File: src/rtl/decode_rename_fifo_pkg.sv
// Shared types and helpers for the decode-to-rename queue.
`ifndef DECODE_WIDTH
`define DECODE_WIDTH 3
`endif
`ifndef RENAME_WIDTH
`define RENAME_WIDTH 3
`endif

package decode_rename_fifo_pkg;

  // One decoded instruction handed from decode to rename.
  typedef struct packed {
    logic [31:0] pc;
    logic [31:0] instr;
  } decode_rename_pack_t;

  // Number of set bits in a mask of up to 32 bits.
  function automatic int unsigned popcount(input logic [31:0] v);
    int unsigned n;
    n = 0;
    for (int i = 0; i < 32; i++) n += {31'd0, v[i]};
    return n;
  endfunction

  // True when the mask has the form 0..01..1 (including all zeros).
  function automatic logic is_prefix_mask(input logic [31:0] m);
    return ((m & (m + 32'd1)) == 32'd0);
  endfunction

endpackage

File: src/rtl/decode_rename_fifo_compactor.sv
// Maps the write-slot valid mask onto dense storage offsets so that
// accepted entries land back to back starting at the write pointer.
module fifo_compactor #(
  parameter int PUSH_WIDTH = 3,
  parameter int OW         = $clog2(PUSH_WIDTH + 1)
) (
  input  logic [PUSH_WIDTH-1:0] valid,
  input  logic [PUSH_WIDTH-1:0] enable,
  output logic [PUSH_WIDTH-1:0] accept,
  output logic [OW-1:0]         offset [PUSH_WIDTH],
  output logic [OW-1:0]         n_push
);

  // Each accepted slot's offset is the number of accepted slots below it.
  always_comb begin
    logic [OW-1:0] run;
    run    = '0;
    accept = valid & enable;
    for (int i = 0; i < PUSH_WIDTH; i++) begin
      offset[i] = run;
      run       = run + OW'(accept[i]);
    end
    n_push = run;
  end

endmodule

File: src/rtl/decode_rename_fifo.sv
// Multi-port circular queue between decode (writer) and rename (reader).
// All outputs depend only on registered state.
module decode_rename_fifo
  import decode_rename_fifo_pkg::*;
#(
  parameter int DEPTH      = 16,
  parameter int PUSH_WIDTH = `DECODE_WIDTH,
  parameter int POP_WIDTH  = `RENAME_WIDTH
) (
  input  logic                      clk,
  input  logic                      rst,
  output logic [PUSH_WIDTH-1:0]     decode_rename_fifo_data_in_enable,
  input  decode_rename_pack_t       decode_rename_fifo_data_in [PUSH_WIDTH],
  input  logic [PUSH_WIDTH-1:0]     decode_rename_fifo_data_in_valid,
  input  logic                      decode_rename_fifo_push,
  input  logic                      decode_rename_fifo_flush,
  output decode_rename_pack_t       decode_rename_fifo_data_out [POP_WIDTH],
  output logic [POP_WIDTH-1:0]      decode_rename_fifo_data_out_valid,
  input  logic [POP_WIDTH-1:0]      decode_rename_fifo_data_pop_valid,
  input  logic                      decode_rename_fifo_pop,
  output logic                      decode_rename_fifo_full,
  output logic [$clog2(DEPTH):0]    decode_rename_fifo_count
);

  localparam int AW = $clog2(DEPTH);
  localparam int CW = AW + 1;
  localparam int OW = $clog2(PUSH_WIDTH + 1);

  decode_rename_pack_t mem [DEPTH];
  logic [AW-1:0]       rptr;
  logic [AW-1:0]       wptr;
  logic [CW-1:0]       count;

  logic [CW-1:0]         free;
  logic [PUSH_WIDTH-1:0] accept;
  logic [OW-1:0]         offset [PUSH_WIDTH];
  logic [OW-1:0]         n_push;
  logic                  do_push;
  logic                  do_pop;
  logic [OW-1:0]         n_push_eff;
  logic [CW-1:0]         n_pop;
  logic [CW-1:0]         count_next;

  fifo_compactor #(
    .PUSH_WIDTH (PUSH_WIDTH),
    .OW         (OW)
  ) u_compactor (
    .valid  (decode_rename_fifo_data_in_valid),
    .enable (decode_rename_fifo_data_in_enable),
    .accept (accept),
    .offset (offset),
    .n_push (n_push)
  );

  // Thermometer space/occupancy views and the head window, from state only.
  always_comb begin
    free = CW'(DEPTH) - count;
    for (int i = 0; i < PUSH_WIDTH; i++)
      decode_rename_fifo_data_in_enable[i] = (free > CW'(i));
    for (int i = 0; i < POP_WIDTH; i++) begin
      decode_rename_fifo_data_out_valid[i] = (count > CW'(i));
      decode_rename_fifo_data_out[i]       = mem[rptr + AW'(i)];
    end
    decode_rename_fifo_full  = (count == CW'(DEPTH));
    decode_rename_fifo_count = count;
  end

  // Flush overrides both ports; pop size is the length of the prefix mask.
  always_comb begin
    do_push    = decode_rename_fifo_push & ~decode_rename_fifo_flush;
    do_pop     = decode_rename_fifo_pop & ~decode_rename_fifo_flush;
    n_push_eff = do_push ? n_push : '0;
    n_pop      = do_pop ? CW'(popcount(32'(decode_rename_fifo_data_pop_valid))) : '0;
    count_next = count + CW'(n_push_eff) - n_pop;
  end

  // Pointer and occupancy registers; reset outranks flush.
  always_ff @(posedge clk) begin
    if (!rst) begin
      rptr  <= '0;
      wptr  <= '0;
      count <= '0;
    end else if (decode_rename_fifo_flush) begin
      rptr  <= '0;
      wptr  <= '0;
      count <= '0;
    end else begin
      wptr  <= wptr + AW'(n_push_eff);
      rptr  <= rptr + AW'(n_pop);
      count <= count_next;
    end
  end

  // Storage writes: accepted slots packed densely from wptr, wrapping.
  always_ff @(posedge clk) begin
    if (rst && do_push) begin
      for (int i = 0; i < PUSH_WIDTH; i++)
        if (accept[i]) mem[wptr + AW'(offset[i])] <= decode_rename_fifo_data_in[i];
    end
  end

  // Rename may only consume a prefix of the entries currently presented.
  a_pop_prefix: assert property (@(posedge clk) disable iff (!rst)
    do_pop |-> (is_prefix_mask(32'(decode_rename_fifo_data_pop_valid)) &&
                ((decode_rename_fifo_data_pop_valid & ~decode_rename_fifo_data_out_valid) == '0)));

endmodule
File: config.mk
export PLATFORM = sky130hd
export DESIGN_NAME = decode_rename_fifo
export DESIGN_NICKNAME = d
export VERILOG_FILES = /design/src/rtl/decode_rename_fifo_pkg.sv /design/src/rtl/decode_rename_fifo_compactor.sv /design/src/rtl/decode_rename_fifo.sv
export SDC_FILE = /design/constraint.sdc
export NUM_CORES = 2
export LEC_CHECK = 0
export BUFFER_PORTS_ARGS = -buffer_cell sky130_fd_sc_hd__buf_2
export CAP_MARGIN = 20
export CORE_MARGIN = 5
export CORE_UTILIZATION = 45
export CTS_CLUSTER_DIAMETER = 120
export DETAILED_ROUTE_END_ITERATION = 12
export PLACE_DENSITY_LB_ADDON = 0.3
export SLEW_MARGIN = 10
export SYNTH_ARGS = -nofsm -noshare
export SYNTH_HDL_FRONTEND = slang
export SYNTH_SLANG_ARGS = --single-unit
export TNS_END_PERCENT = 20
File: constraint.sdc
create_clock -name clk -period 9.35 [get_ports clk]
set_input_delay 0 -clock clk [delete_from_list [all_inputs] [get_ports clk]]
set_output_delay 0 -clock clk [all_outputs]
set_load 0.02 [all_outputs]
==> impl_metrics.toml <==
[floorplanning]
start_util_pct = 45.3
die-area_um2 = 175000
die_h_um = 418
num_rows = 149
io_pins = 407
core_area_um2 = 165000
die_w_um = 418

[synthesis]
ys_ff_latch = 1037
synth.cell_area_um2 = 74900
seq_area_frac_synth_pct = 41.4
synthArstFlopShare_pct = 0
syn_avg_cell_area_um2 = 9.55
synth_top_cell_area_share_pct = 41.1
synthCells = 7837
yosys-top-cells-area = "edfxtp_1 41%, mux4_2 13%, nand2_1 8.9%"
yosys_warnings = 0
synthFlopType = "edfxtp_1"
synth.largest_area_cell = "edfxtp_1"
netlist-cell-type-count = 54
synth_fp_nets = 8072
synth_edf_count = 1024

[power]
fin_total_pwr_mw = 12.6
leakage_nw = 29.0
power_density_nw_per_um2 = 151
max-vdd-ir-drop_mv = 0.162

[route]
wl_per_cell_um = 29.7
dr.pass1.iters = 10
avgViaCountPerCell = 6.72
vias = 68265
drtAntennaViolNets = 0
drtIter0Drc = 10488
drc = 0
totalWireLength_mm = 302

[finish]
final_util_pct = 50.8
final_common_cell = "nand2_1"
final_cells = 10165
layout_common_cells = "1780 x nand2_1, 1169 x nor2_1, 1024 x edfxtp_1, 821 x a31oi_1, 588 x mux2i_1"
final_nets = 8109
final_layout_size_suffix_gt1_share_pct = 16.8
area_growth_pct = 12.0

[placed_design]
placed_cells = 9616
gp_congestion = 0.871
preCtsSetupSlack_ps = 2590
port_buffers = 406
hpwlAfterDp_mm = 176

[global_route]
grt_pass1_vias = 65223
grt_first_pass_wirelength_mm = 434
grt_overflow_total = 0
antenna_found_initial = 21
grt_max_degree = 197
grtUsageTotal_pct = 33.3

[clock_tree]
cts_sinks = 1037
numCtsBuffers = 118
htreeDepth = 3
cts-root-buf = "clkbuf_16"
clk_latency_ps = 780
cts_tree = "done"
clockBufferDepth = 3
cts_setup_buffers = 0
clkTransAtPathRegs_ps = 60

[timing]
maxSlewViolCount = 0
fin_skew_ps = 38.2
setup_violations = 0
period_minus_slack_ps = 7110
fmax_mhz = 141
max_slew_margin_pct = 22.8
tightestPinTransition_ps = 1160
setup_slack_ps = 2240
hold_viol_final = 0
finalCritPeriodShare_pct = 76.1
rsz0062_at_grt = "no"
setup_tns_ps = 0

[worst_setup_path]
cp.required_ps = 9900
cp_max_fo = 74
critPathLaunchType = "register"
endpoint_kind = "register"
cp.arrival_ps = 7660
crit_type = "register to register"

[hold_path]
hp-class = "input pin to register"

[outcome]
status = "finished clean"

[flow_run]
cap_violations = 0
## worst max-delay path, stage by stage, from the launching register on
cell	delay, ps
dfxtp_1	470
inv_1	160
ha_1	270
and2_1	180
ha_1	400
nand2_1	100
o31ai_1	430
buf_4	230
inv_1	60
ha_1	270
ha_1	220
fa_1	460
xor2_1	230
nor4_1	760
nand3_4	900
buf_4	720
nor2_1	180
a31oi_1	50
dlygate4sd3_1	590
## where the power goes
group | switching (mW) | internal [mW]
clock | 2.08 | 2.63
combinational | 1.65 | 0.928
sequential | 0.0667 | 5.28
## logic make-up (layout without fill, tap and decap cells)
kind of cell    Yosys count  count (layout)  synth area share (%)
flops                  1037            1037                  41.4
fa+ha+maj                32              32                 0.605
other cells               0              13                     0
compound gates         1576            1576                  12.9
simple gates           3042            3042                  15.6
buf+inv                 967            1093                  5.93
xor+xnor                 19              19                 0.232
mux                    1164            1164                  23.3
## final cells by class
type,count,area [um^2]
diodes,13,32.5
clock buffers,154,3190
clock inverters,55,552
fillers,14673,81300
inverters,21,86.3
multi-input cells,5833,39800
flip-flops and latches,1037,31000
well taps,2189,2740
repair buffers,863,6380
## path summary, 6_finish.rpt
kind | start | depth (start not counted) | endpoint | slack, ps
setup / recovery | decode_rename_fifo_count[1] | 18 | mem[9][56] | 2240
hold / removal | decode_rename_fifo_data_pop_valid[2] | 5 | rptr[1] | 140
setup reg to reg | decode_rename_fifo_count[1] | 18 | mem[9][56] | 2240
hold reg to reg | wptr[3] | 2 | wptr[3] | 730
## registers in the layout, summed over array words and instances (netlist names)
name and cells:
rptr 4, wptr 4, mem 1024, decode_rename_fifo_count 5
## layer usage
metal | vias to the layer above | track usage [%] | wire length (um)
met5 | - | 0 | 25
li1 | 28741 | - | -
met2 | 5390 | 52.8 | 136000
met4 | 4 | 20.0 | 21900
met3 | 1227 | 7.20 | 39600
met1 | 32903 | 42.0 | 104000
## cell usage after synthesis (22+ instances only)
master       n
a211oi_1   256
a21oi_1    338
a31oi_1    821
buf_1       54
buf_2      329
buf_4       59
buf_6       22
clkbuf_1   481
edfxtp_1  1024
ha_1        25
mux2_2     128
mux2i_1    588
mux4_2     448
nand2_1   1783
nor2_1    1174
o21ai_0    132
## repair_timing
action / CTS / global route
resized for setup: 0 / 0
hold buffers: 327 / 0
endpoints found under the hold margin: 1037 / 0
## metrics by stage
stage | instance area, um^2 | hold slack, ps
2_1_floorplan | 74900 | 236
6_report | 83800 | 135
3_3_place_gp | 76800 | 465
3_5_place_dp | 76800 | 478
5_1_grt | 83800 | 147
4_1_cts | 83800 | 92.5
No activity file was read; power rests on OpenSTA's default activity.
